`config.mk`:
```
export PLATFORM = sky130hd
export DESIGN_NAME = seg_scan_capture_flat
export DESIGN_NICKNAME = d
export VERILOG_FILES = /design/src/rtl/seg_pkg.sv /design/src/rtl/seg_scan_capture_if.sv /design/src/rtl/seg_pattern_decode.sv /design/src/rtl/seg_scan_capture.sv /design/src/flat_wrapper.sv
export SDC_FILE = /design/constraint.sdc
export NUM_CORES = 1
export LEC_CHECK = 0
export BUFFER_PORTS_ARGS = -buffer_cell sky130_fd_sc_hd__buf_2
export CORE_MARGIN = 2
export CORE_UTILIZATION = 57
export CTS_CLUSTER_DIAMETER = 100
export DETAILED_ROUTE_END_ITERATION = 8
export GPL_TIMING_DRIVEN = 0
export PLACE_DENSITY_LB_ADDON = 0.25
export SYNTH_ARGS = -nofsm -noshare
export SYNTH_HDL_FRONTEND = slang
export SYNTH_HIERARCHICAL = 1
export SYNTH_SLANG_ARGS = --single-unit
```
`constraint.sdc`:
```
create_clock -name clk -period 3.8 [get_ports clk]
set_input_delay 0.38 -clock clk [delete_from_list [all_inputs] [get_ports clk]]
set_output_delay 0.38 -clock clk [all_outputs]
set_load 0.01 [all_outputs]
```
`src/rtl/seg_pkg.sv`:
```
// seg_pkg: segment patterns, BCD blank code and FSM state type shared with the display drive path
//   SEG_0..SEG_9, SEG_BLANK : 7-bit active-low patterns, bit 6 = a ... bit 0 = g
//   BCD_BLANK               : digit code shown as a dark digit
//   seg_state_t             : capture FSM states
package seg_pkg;
    localparam logic [6:0] SEG_0     = 7'b0000001;
    localparam logic [6:0] SEG_1     = 7'b1001111;
    localparam logic [6:0] SEG_2     = 7'b0010010;
    localparam logic [6:0] SEG_3     = 7'b0000110;
    localparam logic [6:0] SEG_4     = 7'b1001100;
    localparam logic [6:0] SEG_5     = 7'b0100100;
    localparam logic [6:0] SEG_6     = 7'b0100000;
    localparam logic [6:0] SEG_7     = 7'b0001111;
    localparam logic [6:0] SEG_8     = 7'b0000000;
    localparam logic [6:0] SEG_9     = 7'b0000100;
    localparam logic [6:0] SEG_BLANK = 7'b1111111;
    localparam logic [3:0] BCD_BLANK = 4'hF;
    typedef enum logic [1:0] {IDLE, SETTLE, HELD} seg_state_t;
endpackage

```
`src/rtl/seg_scan_capture_if.sv`:
```
// seg_scan_capture_if: display bus inputs and captured-digit outputs of seg_scan_capture
//   master : drives seg_in/an_in/clear, observes the capture results
//   slave  : the capture block itself
interface seg_scan_capture_if #(parameter int N_DIGITS = 4);
    logic [6:0]            seg_in;
    logic [N_DIGITS-1:0]   an_in;
    logic                  clear;
    logic [4*N_DIGITS-1:0] digits_out;
    logic [N_DIGITS-1:0]   digit_valid;
    logic [4*N_DIGITS-1:0] frame_out;
    logic                  frame_strobe;
    logic                  error;
    modport master (output seg_in, an_in, clear,
                    input  digits_out, digit_valid, frame_out, frame_strobe, error);
    modport slave  (input  seg_in, an_in, clear,
                    output digits_out, digit_valid, frame_out, frame_strobe, error);
endinterface

```
`src/rtl/seg_pattern_decode.sv`:
```
// seg_pattern_decode: inverse seven-segment lookup, pattern -> BCD plus a known flag
//   pattern : active-low abcdefg pattern
//   bcd     : decoded digit, BCD_BLANK for a dark digit or unknown pattern
//   known   : high when the pattern is one of the eleven legal patterns
module seg_pattern_decode
    import seg_pkg::*;
(
    input  logic [6:0] pattern,
    output logic [3:0] bcd,
    output logic       known
);
    always_comb begin
        bcd   = BCD_BLANK;
        known = 1'b1;
        case (pattern)
            SEG_0:     bcd = 4'd0;
            SEG_1:     bcd = 4'd1;
            SEG_2:     bcd = 4'd2;
            SEG_3:     bcd = 4'd3;
            SEG_4:     bcd = 4'd4;
            SEG_5:     bcd = 4'd5;
            SEG_6:     bcd = 4'd6;
            SEG_7:     bcd = 4'd7;
            SEG_8:     bcd = 4'd8;
            SEG_9:     bcd = 4'd9;
            SEG_BLANK: bcd = BCD_BLANK;
            default:   known = 1'b0;
        endcase
    end
endmodule

```
`src/rtl/seg_scan_capture.sv`:
```
// seg_scan_capture: recovers BCD digits from a multiplexed active-low seven-segment bus
//   clk, rst_n : rising-edge clock, asynchronous active-low reset
//   bus.seg_in, bus.an_in : observed segment pattern and active-low anodes
//   bus.clear : synchronous clear of valid bits, frame mask and error
//   bus.digits_out, bus.digit_valid : live captured digits and their valid bits
//   bus.frame_out, bus.frame_strobe : snapshot on frame completion and its one-cycle pulse
//   bus.error : sticky unknown-pattern / multi-anode flag
module seg_scan_capture
    import seg_pkg::*;
#(
    parameter int N_DIGITS      = 4,
    parameter int STABLE_CYCLES = 4
) (
    input logic               clk,
    input logic               rst_n,
    seg_scan_capture_if.slave bus
);
    localparam int IW = N_DIGITS > 1 ? $clog2(N_DIGITS) : 1;

    logic [6:0]            s_seg, p_seg;
    logic [N_DIGITS-1:0]   s_an, p_an, act, sel, mask, mask_n, valid;
    logic [4*N_DIGITS-1:0] digits, nd, frame;
    logic [7:0]            cnt, cnt_n;
    logic [IW-1:0]         idx;
    logic [3:0]            bcd;
    logic                  known, same, idle, one, fire, hit, bad, full, strobe, err;
    seg_state_t            state;

    seg_pattern_decode u_dec (.pattern(s_seg), .bcd(bcd), .known(known));

    assign act    = ~s_an;
    assign idle   = &s_an;
    assign same   = {s_an, s_seg} == {p_an, p_seg};
    // a non-idle sample has exactly one active anode when clearing its lowest set bit leaves zero
    assign one    = (act & (act - N_DIGITS'(1))) == '0;
    assign cnt_n  = cnt + 8'd1;
    assign fire   = state == SETTLE && same && cnt_n >= 8'(STABLE_CYCLES);
    assign hit    = fire && one && known;
    assign bad    = fire && !(one && known);
    assign sel    = N_DIGITS'(1) << idx;
    assign mask_n = mask | sel;
    assign full   = &mask_n;

    always_comb begin
        idx = '0;
        for (int i = 0; i < N_DIGITS; i++)
            if (act[i]) idx = IW'(i);
    end

    always_comb begin
        nd = digits;
        if (hit) nd[4*idx +: 4] = bcd;
    end

    always_ff @(posedge clk or negedge rst_n) begin
        if (!rst_n) begin
            s_seg  <= SEG_BLANK;
            p_seg  <= SEG_BLANK;
            s_an   <= '1;
            p_an   <= '1;
            state  <= IDLE;
            cnt    <= '0;
            digits <= {N_DIGITS{BCD_BLANK}};
            frame  <= {N_DIGITS{BCD_BLANK}};
            valid  <= '0;
            mask   <= '0;
            strobe <= 1'b0;
            err    <= 1'b0;
        end else begin
            s_seg  <= bus.seg_in;
            s_an   <= bus.an_in;
            p_seg  <= s_seg;
            p_an   <= s_an;
            strobe <= 1'b0;
            digits <= nd;
            if (state == IDLE) begin
                if (!idle) begin
                    state <= SETTLE;
                    cnt   <= 8'd1;
                end
            end else if (!same) begin
                state <= idle ? IDLE : SETTLE;
                cnt   <= idle ? 8'd0 : 8'd1;
            end else if (state == SETTLE) begin
                cnt <= cnt_n;
                if (fire) state <= HELD;
            end
            // clear overrides the bookkeeping of a coincident capture, but the digit is still written
            if (bus.clear) begin
                valid <= '0;
                mask  <= '0;
                err   <= 1'b0;
            end else begin
                if (hit) begin
                    valid <= valid | sel;
                    mask  <= full ? '0 : mask_n;
                    if (full) begin
                        frame  <= nd;
                        strobe <= 1'b1;
                    end
                end
                if (bad) err <= 1'b1;
            end
        end
    end

    assign bus.digits_out   = digits;
    assign bus.digit_valid  = valid;
    assign bus.frame_out    = frame;
    assign bus.frame_strobe = strobe;
    assign bus.error        = err;
endmodule

```
`src/flat_wrapper.sv`:
```
// flat-port wrapper written by rule: the top's interface ports become plain ports
module seg_scan_capture_flat import seg_pkg::*;
#(
    parameter int N_DIGITS      = 4,
    parameter int STABLE_CYCLES = 4
)
  (clk, rst_n, bus_seg_in, bus_an_in, bus_clear, bus_digits_out, bus_digit_valid, bus_frame_out, bus_frame_strobe, bus_error);
  seg_scan_capture_if #(.N_DIGITS(N_DIGITS)) bus_i ();
  input logic clk;
  input logic rst_n;
  input wire logic [$bits(bus_i.seg_in)-1:0] bus_seg_in;
  input wire logic [$bits(bus_i.an_in)-1:0] bus_an_in;
  input wire logic [$bits(bus_i.clear)-1:0] bus_clear;
  output wire logic [$bits(bus_i.digits_out)-1:0] bus_digits_out;
  output wire logic [$bits(bus_i.digit_valid)-1:0] bus_digit_valid;
  output wire logic [$bits(bus_i.frame_out)-1:0] bus_frame_out;
  output wire logic [$bits(bus_i.frame_strobe)-1:0] bus_frame_strobe;
  output wire logic [$bits(bus_i.error)-1:0] bus_error;
  assign bus_i.seg_in = bus_seg_in;
  assign bus_i.an_in = bus_an_in;
  assign bus_i.clear = bus_clear;
  assign bus_digits_out = bus_i.digits_out;
  assign bus_digit_valid = bus_i.digit_valid;
  assign bus_frame_out = bus_i.frame_out;
  assign bus_frame_strobe = bus_i.frame_strobe;
  assign bus_error = bus_i.error;
  seg_scan_capture #(.N_DIGITS(N_DIGITS), .STABLE_CYCLES(STABLE_CYCLES)) u_core (.clk(clk), .rst_n(rst_n), .bus(bus_i));
endmodule
```
After elaboration in Yosys (flattened, before gate mapping)
Index checks and enable logic that the tools add are counted.
{"block": "totals", "reg_bits": 74}
{"block": "op_classes", "magnitude_cmp": 1, "n_shift": 3, "n_bitwise": 5, "add_sub_neg": 3, "eq_ne": 15, "muxes": 28, "reduce_logical": 18}
{"operator": "4-bit case mux with 10 select lines", "count": 1}
{"operator": "4-bit negator with 34-bit output", "count": 1}
{"operator": "4-bit by 34-bit variable shift with 16-bit output (first input constant)", "count": 1}
{"operator": "4-bit by 34-bit variable part select with 16-bit output", "count": 1}
{"operator": "8-bit two-way mux", "count": 4}
{"operator": "7-bit equality test (second input constant)", "count": 3}
{"operator": "4-bit two-way mux", "count": 5}
{"operator": "16-bit bitwise mux", "count": 1}
{"operator": "16-bit two-way mux", "count": 1}
{"operator": "7-bit by 3-bit equality test with 1-bit output (second input constant)", "count": 2}
{"operator": "7-bit by 6-bit equality test with 1-bit output (second input constant)", "count": 2}
{"operator": "2-bit two-way mux", "count": 7}
{"operator": "11-bit equality test", "count": 1}
{"operator": "11-bit OR reduction", "count": 1}
{"operator": "1-bit two-way mux", "count": 9}
{"operator": "8-bit by 1-bit adder with 8-bit output (second input constant)", "count": 1}
{"operator": "8-bit by 3-bit >= comparator with 1-bit output (second input constant)", "count": 1}
{"operator": "4-bit bitwise OR", "count": 2}
{"operator": "4-bit AND reduction", "count": 2}
{"operator": "7-bit by 1-bit equality test with 1-bit output (second input constant)", "count": 1}
{"operator": "7-bit by 4-bit equality test with 1-bit output (second input constant)", "count": 1}
{"operator": "7-bit by 5-bit equality test with 1-bit output (second input constant)", "count": 1}
{"operator": "7-bit logical NOT", "count": 1}
{"operator": "1-bit logical AND", "count": 6}
{"operator": "other kinds (15)", "count": 17}

Depth between registers and ports, before layout
Gate-level depths: netlist (run 1).
{"block": "depth", "word_depth": 10, "depth_mapped": 11}

Hierarchy
Netlist (run 1), hierarchy kept.
{"module": "seg_scan_capture", "cells_per_inst": 272, "area_each_um2": 3484.6, "instances": 1}
{"module": "seg_pattern_decode", "cells_per_inst": 33, "area_each_um2": 224.0, "instances": 1}

Least setup slack after synthesis (run 1)
No wires, ideal clock.
{"block": "synth_path", "path_kind": "reg2reg", "startpoint": "reg u_core.s_seg[2]", "endpoint": "reg u_core.frame[10], in the netlist u_core/bus.frame_out[10]", "path_stages_with_launch": 12, "n_path_buf": 2, "slack_ns": 1.024, "t_arrival_ns": 2.694, "period_less_slack_ns": 2.776, "setup_time_ns": 0.082, "path_cell_list": "dfstp_2 buf_6 nand2_1 nor4_2 nand4bb_2 a41o_1 o2111ai_1 nand2_1 nand3_1 a2111oi_4 buf_6 mux2_4"}
{"element": "from (decl)", "line_no": "seg_scan_capture.sv:20", "source": "logic [6:0] s_seg, p_seg;"}
{"element": "from (signal assigned)", "line_no": "seg_scan_capture.sv:70", "source": "s_seg <= bus.seg_in;"}
{"element": "7-bit equality test (tied with other cells)", "line_no": "seg_pattern_decode.sv:15", "source": "case (pattern)"}
{"element": "11-bit OR reduction (no source line) (*)"}
{"element": "1-bit two-way mux (*)", "line_no": "seg_pattern_decode.sv:15"}
{"element": "named net u_core.known", "line_no": "seg_scan_capture.sv:26", "source": "logic known, same, idle, one, fire, hit, bad, full, strobe, err;"}
{"element": "1-bit logical AND (*)", "line_no": "seg_scan_capture.sv:38", "source": "assign hit = fire && one && known;"}
{"element": "6-bit AND reduction (no source line) or 16-bit two-way mux (tied branches)"}
{"element": "to (signal assigned)", "line_no": "seg_scan_capture.sv:64", "source": "frame <= {N_DIGITS{BCD_BLANK}};"}
{"element": "to (signal assigned)", "line_no": "seg_scan_capture.sv:98", "source": "frame <= nd;"}
{"element": "to (decl)", "line_no": "seg_scan_capture.sv:22", "source": "logic [4*N_DIGITS-1:0] digits, nd, frame;"}
The timed path passes the listed nets; every way through them passes the cells marked *.
A chain may end at the register's enable or synchronous reset.

Worst setup path after layout (run 1)
{"block": "layout_path", "startpoint": "reg u_core.s_seg[2]", "endpoint": "reg u_core.frame[13], in the netlist u_core/bus.frame_out[13]"}
The elaborated chain is that of the path after synthesis.

==> results of run 1 <==
cell type report:
cell class              instances  area (um^2)  share of cell area (%)
plain buffers                  12         76.3                    1.80
multi-input cells             211         1680                    39.6
flip-flops and latches         74         1920                    45.2
clock inverters                 3         18.8                   0.442
repair buffers                 51          258                    6.06
well taps                      77         96.3                    2.27
inverters                       8         30.0                   0.707
clock buffers                  13          169                    3.97
metrics by stage:
| step | cell area, um^2 | utilization, % |
|---|---|---|
| 2_1_floorplan | 3710 | - |
| 3_3_place_gp | 4060 | 64.3 |
| 3_5_place_dp | 4060 | 64.3 |
| 4_1_cts | 4250 | 67.3 |
| 5_1_grt | 4250 | 67.3 |
| 6_report | 4250 | 67.3 |
how the worst max path moves through the flow:
stage | to | slack [ns] | cells after the start
2_1_floorplan | u_core/bus.frame_out[10] | 1.02 | 11
3_3_place_gp | u_core/bus.frame_out[13] | 0.62 | 11
3_5_place_dp | u_core/bus.frame_out[13] | 0.60 | 11
4_1_cts | u_core/bus.frame_out[13] | 0.58 | 11
5_1_grt | u_core/bus.frame_out[13] | 0.38 | 11
6_report | u_core/bus.frame_out[13] | 0.60 | 11
layer usage:
metal,vias up,part of all wire [%],global-route usage [%]
li1,1270,-,-
met2,92,46,33.1
met3,6,6.4,7.08
met5,-,0,0
met1,1324,46,31.0
met4,0,0.77,7.07
sequential cells by signal (all words and copies together), names as in the netlist, 4 cells and up:
signal                  count
u_core/cnt                  8
u_core/bus.digit_valid      4
u_core/mask                 4
u_core/p_seg                7
u_core/s_an                 4
u_core/p_an                 4
u_core/bus.digits_out      16
u_core/s_seg                7
u_core/bus.frame_out       16
logic make-up (layout without fill, tap and decap cells):
family | after synthesis | in the layout
AND/OR/NAND/NOR | 101 | 101
flip-flops | 74 | 74
AO/OA/AOI/OAI | 52 | 52
multiplexers | 45 | 45
buffers and inverters | 20 | 87
XOR/XNOR | 12 | 12
adder cells (fa/ha/maj) | 1 | 1
synthesized netlist by cell type, types with 3 or more instances:
| master | n | area (um^2) |
|---|---|---|
| dfstp_2 | 54 | 1420 |
| mux2_2 | 34 | 383 |
| nand2_1 | 32 | 120 |
| dfrtp_1 | 20 | 500 |
| nor2_1 | 12 | 45.0 |
| xnor2_1 | 11 | 96.3 |
| mux2_4 | 10 | 150 |
| inv_1 | 7 | 26.3 |
| nand3_1 | 7 | 35.0 |
| nor4_1 | 7 | 43.8 |
| a21oi_1 | 6 | 30.0 |
| nand4_1 | 6 | 37.5 |
| nor3_1 | 6 | 30.0 |
| and2_1 | 5 | 31.3 |
| clkbuf_1 | 5 | 18.8 |
| o2111ai_1 | 5 | 43.8 |
| o21ai_0 | 5 | 25.0 |
| or3_1 | 5 | 31.3 |
| a21o_1 | 4 | 30.0 |
| o21a_1 | 4 | 30.0 |
| a2111oi_4 | 3 | 82.6 |
| and3_1 | 3 | 18.8 |
| and4_1 | 3 | 26.3 |
| buf_6 | 3 | 33.8 |
| nand2b_1 | 3 | 18.8 |
| o211ai_1 | 3 | 22.5 |
| o221a_2 | 3 | 33.8 |
worst max-delay path, delay by kind of cell, from the launching register on:
| kind | cells | cell delay [ns] |
|---|---|---|
| muxes | 1 | 0.32 |
| AOI/OAI and AO/OA | 3 | 0.86 |
| buffers and inverters | 2 | 0.40 |
| DFF | 1 | 0.56 |
| and+or+nand+nor | 5 | 0.98 |
power by group:
group	internal [mW]	leakage (nW)	switching, mW
Combinational	0.0337	0.918	0.0542
Clock	0.293	0.101	0.282
Sequential	0.812	0.831	0.0145
Total	1.14	1.85	0.351
==> results.py, run 1 <==
metrics = {
    "placed_design": {
        "dpl.cell_count": 433,
        "io_buffers": 51,
        "hpwl_mm": 5.27,
        "routabilityCongestion": 0.824,
        "place_ws_ns": 0.598,
    },
    "final_layout": {
        "antennaDiodeCount": 0,
        "syn2layout_area_growth_pct": 14.6,
        "nets": 382,
        "final_common_cell": "dfstp_2",
        "final_cell_mix": "dfstp_2 (54), buf_2 (51), mux2_2 (34)",
        "layout-drive-gt1-share_pct": 49.2,
        "fillers": 485,
        "fin_cells": 449,
    },
    "cts": {
        "clock_path_buffers": 2,
        "cts_setup_buffers": 0,
        "clk_latency_ns": 0.34,
        "cts-resized-gates": 0,
        "cts_tree": "yes",
        "cts_sinks": 74,
        "clk_pin_slew_ns": 0.08,
        "cts_buffers": 9,
        "cts_hold_buffers": 0,
        "htreeDepth": 3,
        "cts_root_buffer": "clkbuf_8",
    },
    "logic_synthesis": {
        "synth-simple-area-share_pct": 14.8,
        "synth_fa_ha_area_share_pct": 0.337,
        "netlist_instances": 305,
        "synth_xor_area_share_pct": 2.83,
        "async_flop_share_pct": 100,
        "synth.distinct_cells": 58,
        "synth_edf_count": 0,
        "synthMuxAreaShare_pct": 14.6,
        "synth_compound_area_share_pct": 12.8,
        "syn_nets": 320,
        "avgSynthCellArea_um2": 12.2,
        "synth_ff_type": "dfstp_2",
        "synth_top_family_by_area": "simple AND/OR/NAND/NOR gates",
        "yosysSeqAreaShare_pct": 51.8,
        "yosysWarnings": 6,
        "ys_ff_latch": 74,
        "synthesis.area_mm2": 0.00371,
    },
    "detailed_routing": {
        "vias_per_cell": 6.00,
        "routed_wl_mm": 7.57,
        "drtIter0Drc": 140,
        "routedWlPerCell_um": 16.8,
        "drt_pass1_iterations": 5,
        "vias": 2692,
        "antenna_left": 0,
        "drc_errors": 0,
    },
    "global_route": {
        "antenna_found_initial": 0,
        "grt_pass1_vias": 2562,
        "grt_remaining_overflow": 0,
        "grt_max_degree": 75,
        "grt_pass1_wl_mm": 12.6,
        "grtUsageTotal_pct": 22.2,
    },
    "timing": {
        "setup_violations": 0,
        "finalWorstSetupSlack_ns": 0.599,
        "fin_crit_ns": 3.20,
        "relSlewSlack_pct": 38.6,
        "grt_setup_unrepaired": "no",
        "slew_violations": 0,
        "fin_crit_sh_pct": 84.2,
        "hold_viol": 0,
        "finClkSkew_ns": 0.0143,
        "fmaxAchievable_mhz": 312,
        "tightest_slew_ns": 0.912,
        "hold_slack_ns": 0.134,
        "setup_tns_ns": 0,
    },
    "worst_setup_path": {
        "reg2reg_slack_ns": 0.60,
        "crit_type": "reg -> reg",
        "reg2reg_from": "u_core/s_seg[2]",
        "cp_slowest_stage_delay_ns": 0.56,
        "setup.worst_path.start": "u_core/s_seg[2]",
        "start_kind": "register",
        "reg2reg_depth": 11,
        "cp_slowest_cell": "dfstp_2",
        "cp_data_arrival_time_ns": 3.47,
        "cp_max_fo": 10,
        "r2r-end": "u_core/bus.frame_out[13]",
        "required_ns": 4.07,
        "crit_path_cell_trace": "buf_6 -> nand2_1 -> nor4_2 -> nand4bb_2 -> a41o_1 -> o2111ai_1 -> nand2_1 -> nand3_1 -> a2111oi_4 -> buf_6 -> mux2_4",
        "cp-end-kind": "register",
    },
    "min_path": {
        "worstHoldStart": "bus_seg_in[1]",
        "min_to": "u_core/s_seg[1]",
        "hold_path.class": "in -> reg",
        "whs_path_depth": 1,
    },
    "die": {
        "die_w_um": 84.7,
        "start_util_pct": 58.7,
        "rows": 29,
        "die_h_um": 84.7,
        "num_io_pins": 52,
        "coreArea_mm2": 0.00631,
        "die_area_mm2": 0.00717,
    },
    "power_and_ir_drop": {
        "p_total_mw": 1.49,
        "irDropWorstVdd_v": 0.000314,
        "power_density_mw_per_mm2": 350,
        "p_leak_nw": 1.85,
    },
    "job": {
        "maxCapViolations": 0,
    },
    "run_status": {
        "status": "finished, final reports clean",
    },
}
Note: power is estimated with default switching activity, not from simulation.
==> inputs of run 2 (changes only) <==
--- a/config.mk
+++ b/config.mk
@@ -7,7 +7,7 @@
 export LEC_CHECK = 0
 export BUFFER_PORTS_ARGS = -buffer_cell sky130_fd_sc_hd__buf_2
 export CORE_MARGIN = 2
-export CORE_UTILIZATION = 57
+export CORE_UTILIZATION = 52
 export CTS_CLUSTER_DIAMETER = 100
 export DETAILED_ROUTE_END_ITERATION = 8
 export GPL_TIMING_DRIVEN = 0
==> constraint.sdc (replaced) <==
create_clock -name clk -period 2.7 [get_ports clk]
set_input_delay 0.27 -clock clk [delete_from_list [all_inputs] [get_ports clk]]
set_output_delay 0.27 -clock clk [all_outputs]
set_load 0.01 [all_outputs]
==> results.py, run 2 (same netlist as run 1, synthesis figures left out) <==
metrics = {
    "final_layout": {
        "fin_cells": 496,
        "final_cell_mix": "dfstp_2 (54), buf_2 (51), mux2_2 (33)",
        "layout-drive-gt1-share_pct": 55.3,
        "fillers": 523,
        "fin_util_pct": 68.4,
        "nets": 410,
        "finalInstanceArea_mm2": 0.00467,
        "final_common_cell": "dfstp_2",
        "ff_latch_area_mm2": 0.00192,
        "syn2layout_area_growth_pct": 25.9,
        "antennaDiodeCount": 0,
        "multiInputGateArea_mm2": 0.00181,
    },
    "detailed_routing": {
        "drc_errors": 0,
        "vias_per_cell": 5.72,
        "vias": 2836,
        "routedWlPerCell_um": 17.2,
        "antenna_left": 0,
        "drt_pass1_iterations": 5,
        "routed_wl_mm": 8.51,
        "drtIter0Drc": 148,
    },
    "worst_setup_path": {
        "r2r-end": "u_core/bus.frame_out[15]",
        "reg2reg_depth": 9,
        "crit_type": "reg -> reg",
        "start_kind": "register",
        "reg2reg_from": "u_core/cnt[0]",
        "cp_data_arrival_time_ns": 2.92,
        "required_ns": 2.99,
        "cp-end-kind": "register",
        "reg2reg_slack_ns": 0.08,
        "cp_max_fo": 8,
    },
    "power_and_ir_drop": {
        "irDropWorstVdd_v": 0.000418,
        "p_leak_nw": 2.01,
        "p_total_mw": 2.17,
        "power_density_mw_per_mm2": 465,
    },
    "die": {
        "num_io_pins": 52,
        "die_area_mm2": 0.00782,
        "rows": 30,
        "start_util_pct": 54.3,
        "coreArea_mm2": 0.00683,
        "die_h_um": 88.5,
        "die_w_um": 88.5,
    },
    "cts": {
        "clk_latency_ns": 0.36,
        "cts_buffers": 9,
        "cts_tree": "yes",
        "cts_root_buffer": "clkbuf_8",
        "clock_path_buffers": 2,
        "htreeDepth": 3,
        "clk_pin_slew_ns": 0.08,
        "cts_sinks": 74,
    },
    "timing": {
        "fin_crit_sh_pct": 97.1,
        "hold_slack_ns": 0.0127,
        "setup_tns_ns": 0,
        "fmaxAchievable_mhz": 381,
        "slew_violations": 0,
        "grt_setup_unrepaired": "yes",
        "relSlewSlack_pct": 33.1,
        "finalWorstSetupSlack_ns": 0.0783,
        "hold_viol": 0,
        "setup_violations": 0,
        "fin_crit_ns": 2.62,
        "tightest_slew_ns": 0.993,
        "finClkSkew_ns": 0.0106,
    },
    "global_route": {
        "grt_pass1_vias": 2765,
        "grt_max_degree": 75,
        "antenna_found_initial": 0,
        "grt_remaining_overflow": 0,
        "grt_pass1_wl_mm": 13.3,
        "grtUsageTotal_pct": 22.4,
    },
    "run_status": {
        "status": "finished, final reports clean",
    },
    "job": {
        "maxCapViolations": 0,
    },
    "placed_design": {
        "place_ws_ns": -0.396,
        "place_area_mm2": 0.00412,
        "routabilityCongestion": 0.813,
        "dpl.cell_count": 452,
        "io_buffers": 51,
        "hpwl_mm": 5.38,
    },
    "min_path": {
        "hold_path.class": "in -> async",
    },
}
run 2: changes by cell type in the layout (fill, tap and decap cells not counted), sizes merged:
cell / before / now
clkbuf: 18 / 15
clkinv: 1 / 3
inv: 10 / 9
dlygate4sd3: 0 / 9
clkinvlp: 0 / 1
buf: 58 / 78
run 2: worst max-delay path by stage:
stage,endpoint,start,slack [ns]
after floorplan,u_core/bus.frame_out[10],u_core/s_seg[2],0.0008
after global placement,u_core/bus.frame_out[12],u_core/s_seg[2],-0.38
after detailed placement,u_core/bus.frame_out[11],u_core/s_seg[2],-0.40
after CTS,u_core/bus.frame_out[3],u_core/s_seg[4],-0.13
after global routing,u_core/bus.frame_out[2],u_core/s_seg[2],-0.05
final,u_core/bus.frame_out[15],u_core/cnt[0],0.08
run 2: per-layer routing:
metal	global-route usage, %	part of all wire, %	vias up
li1	-	-	1319
met1	28.8	44	1430
met2	36.0	50	74
met3	7.46	4.9	13
met4	7.30	1.1	0
met5	0	0	-
run 2: what timing repair did:
action,CTS,global route
hold buffers,7,2
cloned,1,0
setup endpoints to repair,36,35
gates resized for setup,5,17
setup buffers,10,10
hold endpoints to repair,7,2
pin swaps,6,6
run 2: worst max-delay path, stage by stage, from the launching register on:
cell	delay, ns
dfrtp_2	0.42
buf_4	0.13
nand3_2	0.15
o21a_1	0.25
or4_1	0.50
buf_6	0.16
a2111oi_4	0.27
buf_4	0.21
buf_6	0.13
mux2_2	0.33
run 2: layout make-up:
class,count,area share [%]
tap,96,2.57
multi-input combinational,211,38.7
inverter,8,0.643
timing repair buffer,81,11.0
buffer,10,1.66
clock inverter,5,0.965
sequential,74,41.2
clock buffer,11,3.27
run 2: power breakdown:
group          switching (mW)  leakage [nW]  internal [mW]
logic                  0.0840          1.08         0.0693
clock network           0.447        0.0972          0.402
registers              0.0250         0.829           1.14
==> inputs of run 3 (changes only) <==
--- a/config.mk
+++ b/config.mk
@@ -11,6 +11,7 @@
 export CTS_CLUSTER_DIAMETER = 100
 export DETAILED_ROUTE_END_ITERATION = 8
 export GPL_TIMING_DRIVEN = 0
+export HOLD_SLACK_MARGIN = 0.15
 export PLACE_DENSITY_LB_ADDON = 0.25
 export SYNTH_ARGS = -nofsm -noshare
 export SYNTH_HDL_FRONTEND = slang
==> results.py, run 3 (same netlist as run 1, synthesis figures left out) <==
metrics = {
    "timing": {
        "grt_setup_unrepaired": "yes",
        "setup_violations": 0,
        "setup_tns_ns": 0,
        "finClkSkew_ns": 0.0107,
        "fin_crit_sh_pct": 97.1,
        "slew_violations": 0,
        "tightest_slew_ns": 0.969,
        "hold_viol": 0,
        "relSlewSlack_pct": 34.7,
        "fin_crit_ns": 2.62,
        "fmaxAchievable_mhz": 381,
    },
    "global_route": {
        "grt_max_degree": 75,
        "grt_pass1_vias": 2792,
        "grt_pass1_wl_mm": 13.4,
        "grtUsageTotal_pct": 22.6,
        "grt_remaining_overflow": 0,
        "antenna_found_initial": 0,
    },
    "final_layout": {
        "final_cell_mix": "dfstp_2 (54), buf_2 (51), mux2_2 (33)",
        "fillers": 523,
        "syn2layout_area_growth_pct": 27.0,
        "final_common_cell": "dfstp_2",
        "nets": 414,
        "layout-drive-gt1-share_pct": 54.7,
        "antennaDiodeCount": 0,
        "fin_util_pct": 68.9,
    },
    "placed_design": {
        "hpwl_mm": 5.38,
        "routabilityCongestion": 0.813,
        "io_buffers": 51,
    },
    "worst_setup_path": {
        "crit_type": "reg -> reg",
        "cp_data_arrival_time_ns": 2.91,
        "reg2reg_depth": 11,
        "setup.worst_path.start": "u_core/s_seg[6]",
        "cp-end-kind": "register",
        "required_ns": 2.99,
        "reg2reg_slack_ns": 0.08,
        "r2r-end": "u_core/bus.frame_out[0]",
        "cp_max_fo": 9,
        "start_kind": "register",
        "reg2reg_from": "u_core/s_seg[6]",
    },
    "die": {
        "die_h_um": 88.5,
        "die_w_um": 88.5,
        "die_area_mm2": 0.00782,
        "start_util_pct": 54.3,
        "num_io_pins": 52,
        "rows": 30,
        "coreArea_mm2": 0.00683,
    },
    "detailed_routing": {
        "met1Wirelength_mm": 3.65,
        "routed_wl_mm": 8.50,
        "met3_length_um": 470,
        "top_layer_used": "met4",
        "drtIter0Drc": 150,
        "vias": 2872,
        "drt_pass1_iterations": 4,
        "routed-wl-met2_mm": 4.26,
        "antenna_left": 0,
        "routedWlPerCell_um": 17.0,
        "vias_per_cell": 5.74,
        "drc_errors": 0,
    },
    "cts": {
        "cts_buffers": 9,
        "cts_tree": "yes",
        "clock_path_buffers": 2,
        "htreeDepth": 3,
        "cts_root_buffer": "clkbuf_8",
        "clk_pin_slew_ns": 0.08,
        "clk_latency_ns": 0.36,
        "cts_sinks": 74,
    },
    "job": {
        "maxCapViolations": 0,
    },
    "min_path": {
        "worstHoldStart": "u_core/s_seg[2]",
        "hold_path.class": "reg -> reg",
        "whs_path_depth": 0,
        "min_to": "u_core/p_seg[2]",
    },
    "run_status": {
        "status": "finished, final reports clean",
    },
    "power_and_ir_drop": {
        "p_total_mw": 2.17,
        "p_leak_nw": 2.03,
        "irDropWorstVdd_v": 0.000418,
        "power_density_mw_per_mm2": 461,
    },
}
==> run 3: changes by cell type in the layout (fill, tap and decap cells not counted), sizes merged <==
cell,previous run,this run
dlygate4sd3,9,13
==> run 3: final cells by class <==
type / count / area (um^2) / share of cell area [%]
Sequential cell: 74 / 1920 / 40.8
Multi-Input combinational cell: 211 / 1810 / 38.4
Timing Repair Buffer: 85 / 553 / 11.7
Clock buffer: 11 / 153 / 3.24
Tap cell: 96 / 120 / 2.55
Buffer: 10 / 77.6 / 1.65
Clock inverter: 5 / 45.0 / 0.956
Inverter: 8 / 30.0 / 0.638
==> run 3: stage by stage <==
stage | hold WS (ns) | cell area, um^2 | std cells | setup slack (ns)
after floorplan | -0.0256 | 3740 | 305 | 0.000812
after global placement | 0.355 | 4120 | 452 | -0.385
after detailed placement | 0.355 | 4120 | 452 | -0.396
after CTS | 0.365 | 4550 | 492 | -0.126
after global routing | 0.392 | 4710 | 500 | -0.0492
final | 0.385 | 4710 | 500 | 0.0784
==> run 3: worst max-delay path: stages (launching register included) <==
cell and delay (ns):
dfstp_2 0.42, nor3_1 0.36, nand4b_1 0.26, nand4bb_4 0.17, a41o_4 0.15, o2111ai_2 0.12, nand2_2 0.12, nand3_2 0.10
a2111oi_4 0.19, buf_4 0.21, buf_6 0.13, mux2_2 0.33
==> run 3: worst max-delay path by stage <==
stage	slack, ns	cells after the start	end
floorplan	0.0008	11	u_core/bus.frame_out[10]
global placement	-0.38	11	u_core/bus.frame_out[12]
detailed placement	-0.40	11	u_core/bus.frame_out[11]
CTS	-0.13	12	u_core/bus.frame_out[3]
global route	-0.05	12	u_core/bus.frame_out[2]
finish	0.08	11	u_core/bus.frame_out[0]
==> run 3: report_power, final <==
group	switching [mW]	total [mW]	internal (mW)	leakage [nW]
Combinational	0.0846	0.158	0.0731	1.10
Clock	0.444	0.847	0.402	0.0972
Sequential	0.0251	1.17	1.14	0.829
Total	0.554	2.17	1.62	2.03
==> run 3: what timing repair did <==
| item | CTS | global route |
|---|---|---|
| setup buffers | 10 | 10 |
| pin swaps | 6 | 6 |
| endpoints found under the setup margin | 36 | 35 |
| gates resized for setup | 5 | 17 |
| hold endpoints to repair | 33 | 0 |
| cloned | 1 | 0 |
| hold buffers | 13 | 0 |
==> run 3: per-layer routing <==
metal / GRT usage, % / vias to the layer above
li1: - / 1330
met1: 28.9 / 1444
met2: 36.6 / 83
met3: 7.37 / 15
met4: 7.30 / 0
met5: 0 / -
